==> src/rtl/dplca_txop_table.sv <==
// Dynamic PLCA TXOP claim-table builder: records remote claims per TO and commits them at every PLCA cycle boundary.
// Define DPLCA_LOCAL_CONFLICT_EN to build the registered remote-claim-on-local-TO detector.
module dplca_txop_table #(
  parameter int unsigned AGE_CYCLES = 16
) (
  input  logic         clk,
  input  logic         plca_reset_n,
  input  logic         dplca_en,
  input  logic         dplca_aging,
  input  logic [7:0]   curID,
  input  logic [1:0]   rx_cmd,
  input  logic [1:0]   tx_cmd,
  input  logic         rx_activity,
  input  logic [7:0]   plca_node_count,
  input  logic [7:0]   local_nodeID,
  output logic [255:0] txop_claim_table,
  output logic         dplca_txop_table_upd,
  output logic         dplca_new_age,
  output logic [7:0]   dplca_txop_id,
  output logic [7:0]   dplca_txop_node_count,
  output logic         dplca_local_conflict
);

  localparam logic [1:0] CMD_BEACON = 2'b00;
  localparam logic [1:0] CMD_COMMIT = 2'b01;
  localparam logic [1:0] CMD_NONE   = 2'b10;
  localparam logic [7:0] AGE_LAST   = 8'(AGE_CYCLES - 1);

  typedef enum logic {
    S_IDLE_CYCLE = 1'b0,
    S_COMMIT     = 1'b1
  } state_t;

  state_t       r_state;
  state_t       w_state_nxt;

  logic [1:0]   r_rx_cmd_q;
  logic [1:0]   r_tx_cmd_q;
  logic [255:0] r_seen;
  logic [255:0] r_table;
  logic [7:0]   r_max_seen;
  logic [7:0]   r_txop_id;
  logic [7:0]   r_node_count;
  logic [7:0]   r_cycle_cnt;
  logic         r_new_age;

  logic         w_claim;
  logic         w_rx_bcn_edge;
  logic         w_tx_bcn_edge;
  logic         w_boundary;
  logic         w_commit;
  logic         w_age;
  logic [255:0] w_claim_vec;
  logic [255:0] w_seen_incl;
  logic [7:0]   w_max_incl;
  logic [7:0]   w_id_accum;

  // Claim and boundary detection; a claim on the boundary clock is folded into the commit.
  assign w_claim       = ((rx_cmd == CMD_COMMIT) && (r_rx_cmd_q != CMD_COMMIT)) || rx_activity;
  assign w_rx_bcn_edge = (rx_cmd == CMD_BEACON) && (r_rx_cmd_q != CMD_BEACON);
  assign w_tx_bcn_edge = (tx_cmd == CMD_BEACON) && (r_tx_cmd_q != CMD_BEACON);
  assign w_boundary    = w_rx_bcn_edge || w_tx_bcn_edge;
  assign w_commit      = w_boundary && (r_state == S_IDLE_CYCLE);
  assign w_age         = dplca_aging && (r_cycle_cnt == AGE_LAST);
  assign w_claim_vec   = w_claim ? (256'd1 << curID) : 256'd0;
  assign w_seen_incl   = r_seen | w_claim_vec;
  assign w_max_incl    = (w_claim && (curID > r_max_seen)) ? curID : r_max_seen;
  assign w_id_accum    = (w_max_incl > r_txop_id) ? w_max_incl : r_txop_id;

  // A boundary arriving while COMMIT is still active is merged into the previous one.
  always_ff @(posedge clk or negedge plca_reset_n) begin
    if (!plca_reset_n) begin
      r_state <= S_IDLE_CYCLE;
    end else if (!dplca_en) begin
      r_state <= S_IDLE_CYCLE;
    end else begin
      // NOTE: sequential state uses non-blocking assignments so every register samples pre-edge values.
      r_state <= w_state_nxt;
    end
  end

  always_comb begin
    // NOTE: default assignment first so no path through the case can infer a latch.
    w_state_nxt = r_state;
    case (r_state)
      S_IDLE_CYCLE: if (w_boundary) w_state_nxt = S_COMMIT;
      S_COMMIT:     w_state_nxt = S_IDLE_CYCLE;
      default:      w_state_nxt = S_IDLE_CYCLE;
    endcase
  end

  always_comb begin
    dplca_txop_table_upd = 1'b0;
    if (r_state == S_COMMIT) dplca_txop_table_upd = 1'b1;
  end

  // Command history clears to NONE so a BEACON already on the bus at release still forms a boundary.
  always_ff @(posedge clk or negedge plca_reset_n) begin
    if (!plca_reset_n) begin
      // NOTE: the 256-bit tables are plain flops, not RAM, so they take the reset like any other state.
      r_rx_cmd_q   <= CMD_NONE;
      r_tx_cmd_q   <= CMD_NONE;
      r_seen       <= '0;
      r_table      <= '0;
      r_max_seen   <= '0;
      r_txop_id    <= '0;
      r_node_count <= '0;
      r_cycle_cnt  <= '0;
      r_new_age    <= 1'b0;
    end else if (!dplca_en) begin
      r_rx_cmd_q   <= CMD_NONE;
      r_tx_cmd_q   <= CMD_NONE;
      r_seen       <= '0;
      r_table      <= '0;
      r_max_seen   <= '0;
      r_txop_id    <= '0;
      r_node_count <= '0;
      r_cycle_cnt  <= '0;
      r_new_age    <= 1'b0;
    end else begin
      r_rx_cmd_q <= rx_cmd;
      r_tx_cmd_q <= tx_cmd;
      if (w_commit) begin
        r_node_count <= plca_node_count;
        if (w_age) begin
          r_table     <= w_seen_incl;
          r_txop_id   <= w_max_incl;
          r_seen      <= '0;
          r_max_seen  <= '0;
          r_cycle_cnt <= '0;
          r_new_age   <= 1'b1;
        end else begin
          r_table    <= r_table | w_seen_incl;
          r_txop_id  <= w_id_accum;
          r_seen     <= w_seen_incl;
          r_max_seen <= w_max_incl;
          if (dplca_aging) r_cycle_cnt <= r_cycle_cnt + 8'd1;
          r_new_age  <= 1'b0;
        end
      end else begin
        r_seen     <= w_seen_incl;
        r_max_seen <= w_max_incl;
      end
    end
  end

  assign txop_claim_table      = r_table;
  assign dplca_txop_id         = r_txop_id;
  assign dplca_txop_node_count = r_node_count;
  assign dplca_new_age         = r_new_age;

`ifdef DPLCA_LOCAL_CONFLICT_EN
  logic r_conflict;

  always_ff @(posedge clk or negedge plca_reset_n) begin
    if (!plca_reset_n) begin
      r_conflict <= 1'b0;
    end else if (!dplca_en) begin
      r_conflict <= 1'b0;
    end else begin
      r_conflict <= w_claim && (curID == local_nodeID);
    end
  end

  assign dplca_local_conflict = r_conflict;
`else
  logic w_unused_local_id;

  assign w_unused_local_id    = ^local_nodeID;
  assign dplca_local_conflict = 1'b0;
`endif

endmodule

==> config.mk <==
export PLATFORM = sky130hd
export DESIGN_NAME = dplca_txop_table
export DESIGN_NICKNAME = d
export VERILOG_FILES = /design/src/rtl/dplca_txop_table.sv
export SDC_FILE = /design/constraint.sdc
export NUM_CORES = 1
export LEC_CHECK = 0
export CELL_PAD_IN_SITES_DETAIL_PLACEMENT = 1
export CELL_PAD_IN_SITES_GLOBAL_PLACEMENT = 1
export CORE_MARGIN = 2
export CORE_UTILIZATION = 45
export CTS_BUF_LIST = sky130_fd_sc_hd__clkbuf_16
export CTS_CLUSTER_DIAMETER = 200
export DETAILED_ROUTE_END_ITERATION = 7
export GPL_TIMING_DRIVEN = 0
export PLACE_DENSITY_LB_ADDON = 0.1
export SLEW_MARGIN = 15
export SYNTH_ARGS = -nofsm -noshare
export SYNTH_HDL_FRONTEND = slang
export SYNTH_SLANG_ARGS = --single-unit
==> constraint.sdc <==
create_clock -name clk -period 6.7 [get_ports clk]
set_input_delay 1.34 -clock clk [delete_from_list [all_inputs] [get_ports clk]]
set_output_delay 1.34 -clock clk [all_outputs]
set_load 0.01 [all_outputs]
==> results.toml <==
[status]
run_status = "finished clean"

[cts]
cts.sinks = 550
hold_buffers = 0
cts-resized-gates = 0
root_buffer = "clkbuf_16"
postCtsSetupBuffers = 0
clk_pin_slew_ns = 0.06
htreeDepth = 2
cts_tree = "built"
clockBufferDepth = 3
clock_latency_ns = 0.62
cts_made_buffers = 56

[synthesis]
synth_cells = 1943
yosys_warnings = 0
ys_types = 53
syn_avg_cell_area_sq_um = 10.5
ys_ff_latch = 550
syn_nets = 1993
syn_area_sq_um = 20500
ys_seq_area_share_pct = 67.2
ys.flop_type = "dfrtp_1"
synth_async_sr_flop_share_pct = 100
synth-edff-count = 0

[grt]
grt_max_degree = 105
antenna_found_initial = 2
gr-total-overflow = 0
grt_pass1_wl_microns = 103000
grt_pass1_vias = 17147
track_usage_pct = 29.2

[detailed_routing]
wl_met2_microns = 33300
dr_wl_met3_microns = 3830
highest_layer = "met4"
routed_via_density = 5.48
dr_total_vias = 16186
wl_per_cell_microns = 23.2
drt_iter0_drc = 1112
wl_met1_microns = 29200
wirelength_microns = 68500
post-route-drc-count = 0
ant_nets = 0
first_pass_iters = 5

[die]
core-area_sq_um = 45200
io_pins = 308
rows = 78
start_util_pct = 45.4
chipHeight_microns = 217
die_area_sq_um = 47300
die_w_microns = 217

[layout]
postLayoutCellArea_sq_um = 26300
nets = 2354
areaGrowthSynthToFinish_pct = 28.2
multiInputGateArea_sq_um = 6050
layout_commonest_cell = "dfrtp_1"
mostFrequentLayoutCells = "dfrtp_1 (548), nor2_1 (305), clkdlybuf4s50_1 (297)"
drive_above_1_share_pct = 8.60
register_area_sq_um = 13800
fill_cells = 4958

[timing]
rsz0062_at_grt = "false"
min_period_ns = 4.80
skew_ns = 0.0210
setup_violations = 0
hold_viol = 0
fmax_ghz = 0.208
slew_violations = 0
post-route-period-util_pct = 71.7
worst_pin_slew_ns = 1.15
fin_tns_setup_ns = 0
slew_headroom_pct = 23.0

[power]
irDropWorstVdd_mv = 0.187
power_leakage_nw = 11.9
cellPowerDensity_nw_per_um2 = 269

[worst_setup_path]
required_ns = 7.20
worstSetupPathType = "input port to flop"
crit_chain = "clkdlybuf4s50_1 > inv_1 > ha_1 > nor2b_1 > o211ai_1 > a21oi_1 > o31a_1 > buf_6 > mux2_4 > ha_1 > o21ai_0 > a21oi_1 > nor3_1 > o31ai_2 > a21o_2 > mux2_2"
cp_data_arrival_time_ns = 5.30
slowest_stage = "clkdlybuf4s50_1"
cp_top_family = "compound AO/OA/AOI/OAI gates"
start_kind = "input port"
worst_setup_path_end_kind = "flop"
crit_buf_inv = 3
critical_path_peak_fanout = 8
worst_path_largest_cell_delay_ns = 0.66

[placement]
dpl.hpwl_microns = 46600
portBuffers = 298
gp_congestion = 0.819
dpl_cell_area_sq_um = 24400

[worst_hold_path]
hp-class = "flop to flop"

[run]
drv_cap = 0
cell usage after synthesis, types with 2 or more instances:
cell type	instances	area (sq um)
dfrtp_1	548	13700
nor2_1	306	1150
nand2_1	272	1020
a21oi_1	266	1330
o21ai_0	227	1140
buf_2	66	330
clkbuf_1	59	221
o21ai_1	32	160
inv_1	19	71.3
ha_1	17	213
mux2i_1	10	100
nand3_1	10	50.1
a211oi_1	9	67.6
and2_1	9	56.3
nand2b_1	9	56.3
nor3_1	9	45.0
a31o_2	7	61.3
mux2_4	6	90.1
nor3_4	6	97.6
and3_1	4	25.0
buf_6	4	45.0
xnor2_1	4	35.0
buf_4	3	22.5
nand4_1	3	18.8
nor2_2	3	18.8
nor2_4	3	33.8
a21boi_0	2	15.0
dfstp_2	2	52.6
mux2_2	2	22.5
nand3b_1	2	15.0
nand4b_1	2	17.5
metrics by stage:
step	hold slack [ns]	power, mW	std cells	utilization [%]	setup WS, ns
floorplan	0.447	3.65	1943	-	2.38
global placement	0.456	3.88	2841	53.6	-19.44
detailed placement	0.466	3.89	2846	54.0	1.29
CTS	0.480	7.12	2949	58.1	1.94
global route	0.498	7.29	2950	58.2	1.74
finish	0.474	7.07	2951	58.2	1.90
state kept, by name, summed over array words and instances, names as in the netlist, 2 cells and up:
signal	flops
r_seen	256
txop_claim_table	256
dplca_txop_id	8
dplca_txop_node_count	8
r_cycle_cnt	8
r_max_seen	8
r_rx_cmd_q	2
r_tx_cmd_q	2
path summary, 6_finish.rpt:
kind | from | endpoint | slack, ns | depth (start not counted)
hold / removal | txop_claim_table[54] | txop_claim_table[54] | 0.47 | 2
setup reg to reg | r_max_seen[1] | dplca_txop_id[0] | 2.87 | 14
min in group asynchronous | plca_reset_n | txop_claim_table[37] | 0.72 | 1
setup / recovery | curID[0] | dplca_txop_id[0] | 1.90 | 16
hold reg to reg | txop_claim_table[54] | txop_claim_table[54] | 0.47 | 2
max in group asynchronous | plca_reset_n | txop_claim_table[174] | 4.62 | 3
layer usage:
layer | up-vias | GRT usage (%)
met4 | 0 | 9.79
li1 | 7200 | -
met5 | - | 0
met2 | 456 | 48.5
met1 | 8412 | 38.7
met3 | 118 | 5.31
kinds of logic (layout without fill, tap and decap cells):
family	Yosys count	count (layout)	share of synthesized area [%]
adders and majority gates	17	17	1.04
DFF	550	550	67.2
xor gates and xnor gates	5	5	0.214
and+or+nand+nor	645	645	13.1
buffers and inverters	152	558	3.39
muxes	18	18	1.04
AOI/OAI and AO/OA	555	555	14.1
other	1	3	0.0183
area by class of cell:
type / count / area share [%]
Sequential cell: 550 / 52.4
Multi-Input combinational cell: 1241 / 23.0
Timing Repair Buffer: 303 / 11.9
Clock buffer: 58 / 5.52
Tap cell: 600 / 2.86
Buffer: 133 / 2.37
Clock inverter: 45 / 1.68
Inverter: 19 / 0.271
Antenna cell: 2 / 0.0190
where the power goes:
part	total [mW]	switching, mW	internal, mW
sequential	3.36	0.0157	3.35
clock	3.24	1.33	1.91
combinational	0.471	0.332	0.139
total	7.07	1.68	5.39
worst register-to-register path, cell delays in order, from the launching register on:
cell      delay (ns)
dfrtp_1         0.37
inv_1           0.07
ha_1            0.24
nor2b_1         0.13
o211ai_1        0.16
a21oi_1         0.12
o31ai_1         0.41
mux2_2          0.43
ha_1            0.30
nand2b_1        0.06
a21oi_1         0.13
nor3_1          0.07
o31ai_2         0.55
a21o_2          0.33
mux2_2          0.35
Power figures use the tool's default switching activity.
